==> src/rtl/drawing_fill_rect.sv <==
// Rectangle fill engine: clips a rectangle to the screen and streams masked
// word writes of a replicated colour, one row at a time, to a memory port.
module drawing_fill_rect #(
    parameter int X_SIZE = 640,
    parameter int Y_SIZE = 480,
    parameter int BPP    = 8,
    parameter int ADDR_W = 18
) (
    input  logic              clk,
    input  logic              rst,
    input  logic              req,
    output logic              ack,
    output logic              busy,
    input  logic [15:0]       r0,
    input  logic [15:0]       r1,
    input  logic [15:0]       r2,
    input  logic [15:0]       r3,
    input  logic [15:0]       r4,
    input  logic [15:0]       r5,
    input  logic [15:0]       r6,
    input  logic [15:0]       r7,
    output logic              de_req,
    input  logic              de_ack,
    output logic [ADDR_W-1:0] de_addr,
    output logic [3:0]        de_nbyte,
    output logic              de_rnw,
    output logic [31:0]       de_w_data,
    input  logic [31:0]       de_r_data
);

    localparam int P  = 32 / BPP;
    localparam int S  = $clog2(P);
    localparam int LB = BPP / 8;
    localparam int XW = X_SIZE >> S;

    typedef enum logic [1:0] {IDLE, SETUP, ROW, NEXT_ROW} state_t;

    state_t          state_q, state_d;
    logic            ack_q, ack_d;
    logic [BPP-1:0]  colour_q, colour_d;
    logic [15:0]     x0_q, x0_d, y0_q, y0_d, w_q, w_d, h_q, h_d;
    logic [15:0]     y_q, y_d, xw_q, xw_d;
    logic [31:0]     row_base_q, row_base_d;

    logic [16:0]     xsum_s, ysum_s, x1_s, y1_s, xlast_s;
    logic [15:0]     xw_first_s, xw_last_s;
    logic [31:0]     r0_ext_s, addr_s, px_s;
    logic            empty_s, last_row_s;
    logic            unused_s;

    // Clip bounds, word range and address derived from the latched parameters
    always_comb begin
        xsum_s     = {1'b0, x0_q} + {1'b0, w_q};
        ysum_s     = {1'b0, y0_q} + {1'b0, h_q};
        x1_s       = (xsum_s > 17'(X_SIZE)) ? 17'(X_SIZE) : xsum_s;
        y1_s       = (ysum_s > 17'(Y_SIZE)) ? 17'(Y_SIZE) : ysum_s;
        xlast_s    = (x1_s - 17'd1) >> S;
        xw_first_s = x0_q >> S;
        xw_last_s  = xlast_s[15:0];
        empty_s    = (w_q == 16'd0) || (h_q == 16'd0) ||
                     ({1'b0, x0_q} >= 17'(X_SIZE)) || ({1'b0, y0_q} >= 17'(Y_SIZE));
        last_row_s = (({1'b0, y_q} + 17'd1) == y1_s);
        addr_s     = row_base_q + 32'(xw_q);
        r0_ext_s   = {16'd0, r0};
    end

    // Byte enables: a lane is written only if its pixel lies in [x0, x1)
    always_comb begin
        de_nbyte = 4'b1111;
        px_s     = 32'd0;
        for (int p = 0; p < P; p++) begin
            px_s = 32'(xw_q) * 32'(P) + 32'(p);
            for (int b = 0; b < LB; b++) begin
                if ((px_s >= 32'(x0_q)) && (px_s < 32'(x1_s))) begin
                    de_nbyte[p*LB+b] = 1'b0;
                end else begin
                    de_nbyte[p*LB+b] = 1'b1;
                end
            end
        end
    end

    // Next-state and datapath update
    always_comb begin
        state_d    = state_q;
        ack_d      = 1'b0;
        colour_d   = colour_q;
        x0_d       = x0_q;
        y0_d       = y0_q;
        w_d        = w_q;
        h_d        = h_q;
        y_d        = y_q;
        xw_d       = xw_q;
        row_base_d = row_base_q;
        case (state_q)
            IDLE: begin
                if (req) begin
                    state_d  = SETUP;
                    ack_d    = 1'b1;
                    colour_d = r0_ext_s[BPP-1:0];
                    x0_d     = r1;
                    y0_d     = r2;
                    w_d      = r3;
                    h_d      = r4;
                end else begin
                    state_d = IDLE;
                end
            end
            SETUP: begin
                if (empty_s) begin
                    state_d = IDLE;
                end else begin
                    state_d    = ROW;
                    y_d        = y0_q;
                    xw_d       = xw_first_s;
                    row_base_d = 32'(y0_q) * 32'(XW);
                end
            end
            ROW: begin
                if (de_ack) begin
                    if (xw_q == xw_last_s) begin
                        state_d = NEXT_ROW;
                    end else begin
                        xw_d = xw_q + 16'd1;
                    end
                end else begin
                    state_d = ROW;
                end
            end
            NEXT_ROW: begin
                y_d = y_q + 16'd1;
                if (last_row_s) begin
                    state_d = IDLE;
                end else begin
                    state_d    = ROW;
                    xw_d       = xw_first_s;
                    row_base_d = row_base_q + 32'(XW);
                end
            end
            default: begin
                state_d = IDLE;
            end
        endcase
    end

    // State and datapath registers with synchronous reset
    always_ff @(posedge clk) begin
        if (rst) begin
            state_q    <= IDLE;
            ack_q      <= 1'b0;
            colour_q   <= '0;
            x0_q       <= 16'd0;
            y0_q       <= 16'd0;
            w_q        <= 16'd0;
            h_q        <= 16'd0;
            y_q        <= 16'd0;
            xw_q       <= 16'd0;
            row_base_q <= 32'd0;
        end else begin
            state_q    <= state_d;
            ack_q      <= ack_d;
            colour_q   <= colour_d;
            x0_q       <= x0_d;
            y0_q       <= y0_d;
            w_q        <= w_d;
            h_q        <= h_d;
            y_q        <= y_d;
            xw_q       <= xw_d;
            row_base_q <= row_base_d;
        end
    end

    assign ack       = ack_q;
    assign busy      = (state_q != IDLE);
    assign de_req    = (state_q == ROW);
    assign de_addr   = addr_s[ADDR_W-1:0];
    assign de_rnw    = 1'b0;
    assign de_w_data = {P{colour_q}};
    assign unused_s  = ^{r0_ext_s, r5, r6, r7, de_r_data, addr_s, xlast_s};

endmodule

==> config.mk <==
export PLATFORM = sky130hd
export DESIGN_NAME = drawing_fill_rect
export DESIGN_NICKNAME = d
export VERILOG_FILES = /design/src/rtl/drawing_fill_rect.sv
export SDC_FILE = /design/constraint.sdc
export NUM_CORES = 1
export LEC_CHECK = 0
export ABC_AREA = 1
export BUFFER_PORTS_ARGS = -buffer_cell sky130_fd_sc_hd__buf_4
export CORE_MARGIN = 3
export CORE_UTILIZATION = 41
export DETAILED_ROUTE_END_ITERATION = 8
export PLACE_DENSITY = 0.69
export SYNTH_ARGS = -nofsm -noshare
export SYNTH_HDL_FRONTEND = slang
export SYNTH_SLANG_ARGS = --single-unit
==> constraint.sdc <==
create_clock -name clk -period 5.1 [get_ports clk]
set_input_delay 0.765 -clock clk [delete_from_list [all_inputs] [get_ports clk]]
set_output_delay 0.765 -clock clk [all_outputs]
set_load 0.05 [all_outputs]
After elaboration in Yosys (flattened, before gate mapping)
Index checks and enable logic that the tools add are counted.
Operators by class
  add/sub/neg operators: 11
  $mul: 1
  $lt $le $gt $ge: 12
  eq/ne operators: 10
  multiplexer cells: 23
  bitwise logic cells: 1
  reductions and logical operators: 18
Operators by type and width (count)
  $mux W16: 5
  $mux W32: 2
  $pmux W32 S2: 1
  $ge A19 B16 Y1: 3
  $lt A19 B17 Y1: 3
  $pmux W16 S3: 1
  $add A18 B2 Y19 const B: 2
  $add A16 B16 Y17: 2
  $mux W17: 2
  $add A16 B1 Y16 const B: 2
  $add A32 B8 Y32 const B: 1
  $logic_not A16 Y1: 2
  $pmux W16 S2: 1
  $add A18 B1 Y19 const B: 1
  $mul A16 B3 Y19 const B: 1
  $add A18 B16 Y18: 1
  $ge A18 B16 Y1: 1
  $lt A18 B17 Y1: 1
  $add A16 B1 Y17 const B: 1
  $eq A17 B17 Y1: 1
  $gt A17 B10 Y1 const B: 1
  $gt A17 B9 Y1 const B: 1
  $sub A17 B1 Y17 const B: 1
  $eq A16 B15 Y1: 1
  other kinds (20): 38
Word-level totals
  flip-flop bits (word level): 139
  input port bits: 164
  output and inout bits: 58
  word-level logic and storage cells: 86

Depth between registers and ports, before layout
Gate-level depths: netlist of run 1.
  depth after elaboration: 8
  depth in mapped cells: 27
  gate-level depth less buffers: 26

Least setup slack after synthesis of run 1
No wires, ideal clock.
  path type: reg-to-output
  start point: reg x0_q[0]
  end point: out de_nbyte[2]
  arrival time: 3.909 ns
  data required time: 4.335 ns
  setup slack: 0.426 ns
  stages on the path, launching flop included: 23
  path buffers: 1
  cells stage by stage: dfxtp_1 ha_1 fa_1 or2_1 nor2_2 nand3_2 nor2_2 nand3_2 nand2_1 nand2_1 nand2_2 buf_6 nand3_2 nor2_4 ha_1 a21oi_1 nor2_1 a211oi_1 a21oi_1 nor4_1 nand2_1 a31oi_1 o221ai_1
Between the ends
  cells in the longest elaborated chain, start to end: 6
  elaborated cells between the ends (all ways): 7
  those cells by class: 1 x add/sub; 3 x order compare; 2 x mux; 1 x reduce/logical
Ends and longest elaborated chain
  start: declaration: RTL line 41  | logic [15:0] x0_q, x0_d, y0_q, y0_d, w_q, w_d, h_q, h_d;
  start signal: assignment: RTL line 152  | x0_q <= 16'd0;
  start signal: assignment: RTL line 163  | x0_q <= x0_d;
  $add A16 B16 Y17: RTL line 53  | xsum_s = {1'b0, x0_q} + {1'b0, w_q};
  $gt A17 B10 Y1: RTL line 55  | x1_s = (xsum_s > 17'(X_SIZE)) ? 17'(X_SIZE) : xsum_s;
  $mux W17: RTL line 55
  $lt A19 B17 Y1: RTL line 74  | if ((px_s >= 32'(x0_q)) && (px_s < 32'(x1_s))) begin
  $logic_and A1 B1 Y1 (*): RTL line 74
  $mux W1 (*): RTL line 74
  end: declaration: RTL line 25  | output logic [3:0] de_nbyte,
Mark *: on every way between the ends. The rest lies on a longest branch, timed or not.

Final worst setup path of run 1
  start point: reg w_q[0]
  end point: out de_nbyte[0]
Between the ends
  cells in the longest elaborated chain, start to end: 6
Ends and longest elaborated chain
  start: declaration: RTL line 41
  start signal: assignment: RTL line 165  | w_q <= w_d;
  $add A16 B16 Y17 (*): RTL line 53
  $gt A17 B10 Y1: RTL line 55
  $mux W17 (*): RTL line 55
  $lt A18 B17 Y1 (*): RTL line 74
  $logic_and A1 B1 Y1 (*): RTL line 74
  $mux W1 (*): RTL line 74
Marked as above.

==> summary.md, run 1 <==
| Metric | Value |
|---|---|
| Status | complete, but fails checks |
| Failing checks | setup timing |
| RSZ-0062 raised after global routing | yes |
| Die Y | 164.9 µm |
| Post-synth top cells | nand2_1 (401), inv_1 (226), nor2_1 (214) |
| Critical Path Source | w_q[0] |
| Clock transition at path regs | 0.06 ns |
| Area delta synth->final | 19.44% |
| Max-cap violations | 0 |
| Routed Wire Length | 31780 µm |
| WL/cell | 15.17 µm |
| Gr usage total | 0.2339 |
| Core box area | 0.02453 mm² |
| H-tree lvl count | 4 |
| Root Driver | clkbuf_16 |
| Most numerous cell in the Yosys netlist | nand2_1 |
| Synth area leader | dfxtp_1 |
| Final Max Tran Viols | 0 |
| Setup CP Type | flip-flop to output port |
| Clock net sink count | 120 |
| Detailed placement HPWL | 24160 µm |
| Via count | 10850 |
| Place WS | 0.06482 ns |
| Clock Tree Buf Depth | 2 |
| Main synth FF type | dfxtp_1 |
| Fmax achieved | 0.1942 GHz |
| CP required | 4.34 ns |
| Largest net degree at the start of global routing | 73 |
| PD cells | 271.2 mW/mm² |
| Yosys warns | 0 |
| Antenna cells | 0 |
| Actual slew at the worst max-slew pin | 1.032 ns |
| Final period demand of the worst path | 5.149 ns |
| TritonCTS Buffers | 17 |
| Crit. End Element | output port |
| Final Setup Violations | 3 |
| Row count | 57 |
| First-pass GRT wire length | 51200 µm |
| Die area | 0.02718 mm² |
| Worst VDD drop | 0.2350 mV |
| Syn Std Cell Area | 0.01035 mm² |
| Tcrit/Tclk final | 1.010 |
| HP Class | flip-flop to flip-flop |
| Ports | 222 |
| Top cells by area, synth | dfxtp_1 (23%), nand2_1 (15%), ha_1 (12%) |
| Worst hold slack | 0.4662 ns |
| Post-synth top area share | 0.2322 |
| CP startpoint kind | flip-flop |
| Total power | 3.352 mW |
| Initial antenna violation count | 0 |
| Vias in the first global route | 10420 |
| Total iterations of the first detailed-routing run | 6 |
| Static leakage | 6.181 nW |
| Drt via density | 5.178 |
| Fin area | 0.01236 mm² |
| Fraction of registers with async set/reset | 0 |
| Post-DP Area | 0.01144 mm² |
| IO Port Bufs | 132 |
| Post-route ant nets | 0 |
| Post-route setup slack | -0.04945 ns |
| 1st-iter DRT viols | 694 |
| Seq/Total Area, Yosys | 0.2322 |
| Syn avg cell area | 6.256 µm² |
| Gp weighted congestion | 0.9257 |
| Min-delay src | y_q[15] |
| Share of layout cells above drive strength 1 | 0.1542 |
| FF+latch count, synth | 120 |
| Post-synth EDFFs | 0 |
| Chip width | 164.9 µm |
| Initial Util | 0.4218 |
| Max FO, Critical Path | 6 |
| Yosys cell types | 54 |
| CTS tree | done |
| Clock Skews | 0.01022 ns |
| Max-slew headroom | 0.3119 |
| Nets@finish | 2021 |
| Worst reg2reg path startpoint | y0_q[0] |
| Count of final hold-check violations | 0 |
| DRC | 0 |
| Cell count after synthesis | 1654 |
| Grt ovf | 0 |
| Clk_lat worst skew | 0.43 ns |
| Arrival @ worst endpoint | 4.38 ns |
-- final timing paths --
kind	end	slack, ns	cells past startpoint
max	de_nbyte[0]	-0.05	24
min	y_q[15]	0.47	2
max reg2reg	row_base_q[14]	0.69	24
min reg2reg	y_q[15]	0.47	2
-- where the power goes --
part / total (mW) / internal (mW) / switching (mW)
logic: 1.05 / 0.367 / 0.679
clock network: 1.24 / 0.730 / 0.507
registers: 1.07 / 0.996 / 0.0732
-- cells in the final DEF (no fill, tap or decap), types with 4 or more instances in the layout --
cell type and n:
nand2_2 19, conb_1 8, or2_2 6, ha_4 6, nor2_2 6, ha_1 86, buf_4 149, nor4_1 11
a21oi_1 104, dfxtp_1 118, a21o_1 4, nor2_1 212, nand3_1 85, a22oi_1 5, o21bai_1 4, inv_1 224
nand4_1 44, ha_2 4, a21oi_2 9, clkbuf_16 17, nand3_4 4, nand3b_1 9, nor3_1 18, nor2_4 8
nand2_1 388, nand2_4 5, a31oi_1 4, o21ai_0 109, xnor2_1 5, xor2_1 35, buf_6 4
-- critical path, stage by stage, from the launching register on --
cell and delay [ns]:
dfxtp_4 0.36, ha_4 0.16, fa_2 0.45, or2_4 0.29
nor2_4 0.13, nand3_4 0.11, nor2_4 0.13, nand3_2 0.08
nand2_2 0.07, nand2_2 0.06, nand2_4 0.12, inv_4 0.04
nor2_4 0.21, buf_6 0.15, nand2_4 0.05, ha_4 0.15
a21oi_2 0.12, nor2_1 0.05, o21ai_1 0.16, a21oi_1 0.09
nor4_1 0.27, buf_4 0.18, nand2_4 0.06, a221o_1 0.29
buf_6 0.16
-- flip-flops by register name (all words and copies together) (netlist names) --
name        flops
x0_q           16
state_q         2
row_base_q     13
colour_q        8
h_q            16
ack             1
w_q            16
y0_q           16
y_q            16
xw_q           16
-- logic make-up after synthesis --
group,synth area share
buffers and inverters,0.1238
and+or+nand+nor,0.3461
other,0.0007258
xor gates and xnor gates,0.03470
AOI/OAI and AO/OA,0.1406
DFF,0.2322
adders and majority gates,0.1219
-- repair_timing --
item / in CTS / in global routing
resized for setup: 4 / 53
setup endpoints to repair: 4 / 4
hold buffers: 0 / 0
pin swaps: 2 / 18
buffers inserted: 5 / 5
-- stage by stage --
step,setup TNS [ns],utilization,instances
2_1_floorplan,0,-,1660
3_3_place_gp,0,0.4665,2053
3_5_place_dp,0,0.4665,2053
4_1_cts,-0.07093,0.4924,2090
5_1_grt,-0.7204,0.5038,2095
6_report,-0.09839,0.5038,2095
-- area by class of cell --
| class | count | area [µm²] |
|---|---|---|
| inverters | 229 | 862.1 |
| well taps | 324 | 405.4 |
| multi-input cells | 1236 | 6924 |
| fillers | 2523 | 12170 |
| clock inverters | 15 | 167.7 |
| flip-flops and latches | 120 | 2407 |
| repair buffers | 154 | 1167 |
| clock buffers | 17 | 425.4 |
-- metal layers --
| layer | up-vias | part of all wire | track usage |
|---|---|---|---|
| li1 | 5537 | - | - |
| met1 | 4947 | 0.44 | 0.2936 |
| met2 | 297 | 0.48 | 0.4046 |
| met3 | 67 | 0.046 | 0.03938 |
| met4 | 0 | 0.028 | 0.07968 |
| met5 | - | 0 | 0 |
Note: power is estimated with default switching activity, not from simulation.
==> inputs of run 2 (changes only) <==
--- a/config.mk
+++ b/config.mk
@@ -9,3 +9,3 @@
 export BUFFER_PORTS_ARGS = -buffer_cell sky130_fd_sc_hd__buf_4
-export CORE_MARGIN = 3
+export CORE_MARGIN = 4
 export CORE_UTILIZATION = 41
==> constraint.sdc (replaced) <==
create_clock -name clk -period 5.1 [get_ports clk]
set_input_delay 0.51 -clock clk [delete_from_list [all_inputs] [get_ports clk]]
set_output_delay 0.51 -clock clk [all_outputs]
set_load 0.05 [all_outputs]
==> run 2 against run 1 <==
Compared with the run above: the flow now finishes without violations; routed wire length shrank 2.3%; clock power about the same; clock skew up 0.00097 ns; cell area is 1.8% lower; combinational power down 5%; final cell count is 0.38% lower; worst hold slack worse by 0.14 ns; largest cell class unchanged; die area rose by 2.4%; critical path depth shrank 2; sequential power hardly changed; total power fell by 1.1%.
==> summary.md, run 2 (synthesized netlist as in run 1, its figures left out) <==
| Metric | Value |
|---|---|
| Grt ovf | 0 (unchanged) |
| Max FO, Critical Path | 5 (was 6) |
| Clock Skews | 0.01120 ns (was 0.01022 ns) |
| Most frequent cells in the layout | nand2_1 (397), inv_1 (225), nor2_1 (213) (was nand2_1 (388), inv_1 (224), nor2_1 (212)) |
| Nets@finish | 2013 (was 2021) |
| Final Max Tran Viols | 0 (unchanged) |
| Clk_lat worst skew | 0.44 ns (was 0.43 ns) |
| Int Pwr | 2.069 mW (was 2.093 mW) |
| First-pass GRT wire length | 50390 µm (was 51200 µm) |
| TritonCTS Buffers | 17 (unchanged) |
| CTS tree | done (unchanged) |
| Fin util | 0.4932 (was 0.5038) |
| Clock transition at path regs | 0.07 ns (was 0.06 ns) |
| Sw power | 1.247 mW (was 1.259 mW) |
| Max-slew headroom | 0.5030 (was 0.3119) |
| CP startpoint kind | flip-flop (unchanged) |
| Clock net sink count | 120 (unchanged) |
| Clock Tree Buf Depth | 2 (unchanged) |
| Final period demand of the worst path | 4.858 ns (was 5.149 ns) |
| Arrival @ worst endpoint | 4.35 ns (was 4.38 ns) |
| Chip width | 166.9 µm (was 164.9 µm) |
| Static leakage | 6.134 nW (was 6.181 nW) |
| Status | complete, no violations (was complete, but fails checks) |
| Largest net degree at the start of global routing | 75 (was 73) |
| Net Sw Frac | 0.3760 (was 0.3756) |
| Actual slew at the worst max-slew pin | 0.7455 ns (was 1.032 ns) |
| Count of final hold-check violations | 0 (unchanged) |
| Fmax achieved | 0.2058 GHz (was 0.1942 GHz) |
| Post-route ant nets | 0 (unchanged) |
| Final Setup Violations | 0 (was 3) |
| DRC | 0 (unchanged) |
| WL/cell | 14.88 µm (was 15.17 µm) |
| IO Port Bufs | 132 (unchanged) |
| Tcrit/Tclk final | 0.9526 (was 1.010) |
| Crit. End Element | output port (unchanged) |
| Vias in the first global route | 10110 (was 10420) |
| PD cells | 273.3 mW/mm² (was 271.2 mW/mm²) |
| Area delta synth->final | 17.27% (was 19.44%) |
| Drt via density | 5.213 (was 5.178) |
| H-tree lvl count | 4 (unchanged) |
| Core box area | 0.02460 mm² (was 0.02453 mm²) |
| Most common cell after layout, fill and taps aside | nand2_1 (unchanged) |
| Ports | 222 (unchanged) |
| Share of layout cells above drive strength 1 | 0.1373 (was 0.1542) |
| Die Y | 166.9 µm (was 164.9 µm) |
| Sequential share of power | 0.322 (was 0.319) |
| Row count | 57 (unchanged) |
| Logic pwr share | 0.303 (was 0.312) |
| Root Driver | clkbuf_16 (unchanged) |
| HP Class | input port to flip-flop (was flip-flop to flip-flop) |
| Post-route setup slack | 0.2419 ns (was -0.04945 ns) |
| Hold buffer count at CTS | 0 (unchanged) |
| 1st-iter DRT viols | 728 (was 694) |
| Total power | 3.316 mW (was 3.352 mW) |
| Via count | 10880 (was 10850) |
| Gr usage total | 0.2188 (was 0.2339) |
| Initial antenna violation count | 0 (unchanged) |
| Total iterations of the first detailed-routing run | 5 (was 6) |
| CP required | 4.59 ns (was 4.34 ns) |
| Initial Util | 0.4205 (was 0.4218) |
| Routed Wire Length | 31060 µm (was 31780 µm) |
| Detailed placement HPWL | 23970 µm (was 24160 µm) |
| Setup CP Type | flip-flop to output port (unchanged) |
| Gp weighted congestion | 0.9212 (was 0.9257) |
| Clock share of power | 0.375 (was 0.369) |
| Die area | 0.02784 mm² (was 0.02718 mm²) |
| Place WS | 0.2445 ns (was 0.06482 ns) |
| Max-cap violations | 0 (unchanged) |
| Worst VDD drop | 0.1774 mV (was 0.2350 mV) |
| Antenna cells | 0 (unchanged) |
-- run 2: layout make-up --
cell class,count,area (µm²)
clock buffers,17,425.4
multi-input cells,1236,6779
flip-flops and latches,120,2406
well taps,324,405.4
repair buffers,146,1096
inverters,229,859.6
fillers,2544,12470
clock inverters,15,162.7
-- run 2: per-stage QoR --
step	TNS, ns	cells	cell area (µm²)	hold slack, ns
after global placement	0	2048	11410	0.4523
final	0	2087	12130	0.3265
after global routing	-0.03212	2087	12130	0.3189
after CTS	0	2085	12050	0.3155
after floorplan	0	1660	10370	0.4402
after detailed placement	0	2048	11410	0.4587
-- run 2: power groups by stage --
stage	registers [mW]	clock network [mW]	logic, mW
final	1.07	1.24	1.00
after global routing	1.08	1.30	1.12
after CTS	1.07	1.26	0.980
after detailed placement	1.09	0	0.961
after global placement	1.09	0	0.950
after floorplan	1.08	0	0.714
-- run 2: what timing repair did --
| item | CTS | global route |
|---|---|---|
| pin swaps | 4 | 7 |
| setup endpoints to repair | 3 | 4 |
| setup buffers | 5 | 2 |
| gates cloned | 0 | 0 |
| resized for setup | 4 | 17 |
-- run 2: worst paths after layout --
| check | startpoint | end | slack, ns | cells after the start |
|---|---|---|---|---|
| max | x0_q[0] | de_nbyte[2] | 0.24 | 22 |
| min | r2[9] | y0_q[9] | 0.33 | 3 |
| max reg2reg | h_q[0] | row_base_q[14] | 0.63 | 24 |
| min reg2reg | y_q[15] | y_q[15] | 0.47 | 2 |
-- run 2: critical path, stage by stage (launching register included) --
cell and delay (ns):
dfxtp_2 0.33, ha_2 0.19, fa_1 0.45, or2_4 0.26
nor2_4 0.11, nand3_4 0.10, nor2_4 0.14, nand3_4 0.09
nand2_1 0.08, nand2_2 0.07, nand2_4 0.09, nand3_2 0.12
nor2_4 0.14, ha_1 0.25, a21oi_1 0.15, nor2_1 0.08
a211oi_2 0.19, a21oi_1 0.11, nor4_2 0.26, nand2_1 0.12
a31oi_1 0.21, o221ai_1 0.15, buf_4 0.21
-- run 2: layer usage --
layer	part of all wire	vias up	global-route usage
met2	0.49	297	0.3794
li1	-	5538	-
met4	0.031	0	0.07969
met3	0.045	74	0.03769
met5	0	-	0
met1	0.44	4971	0.2725
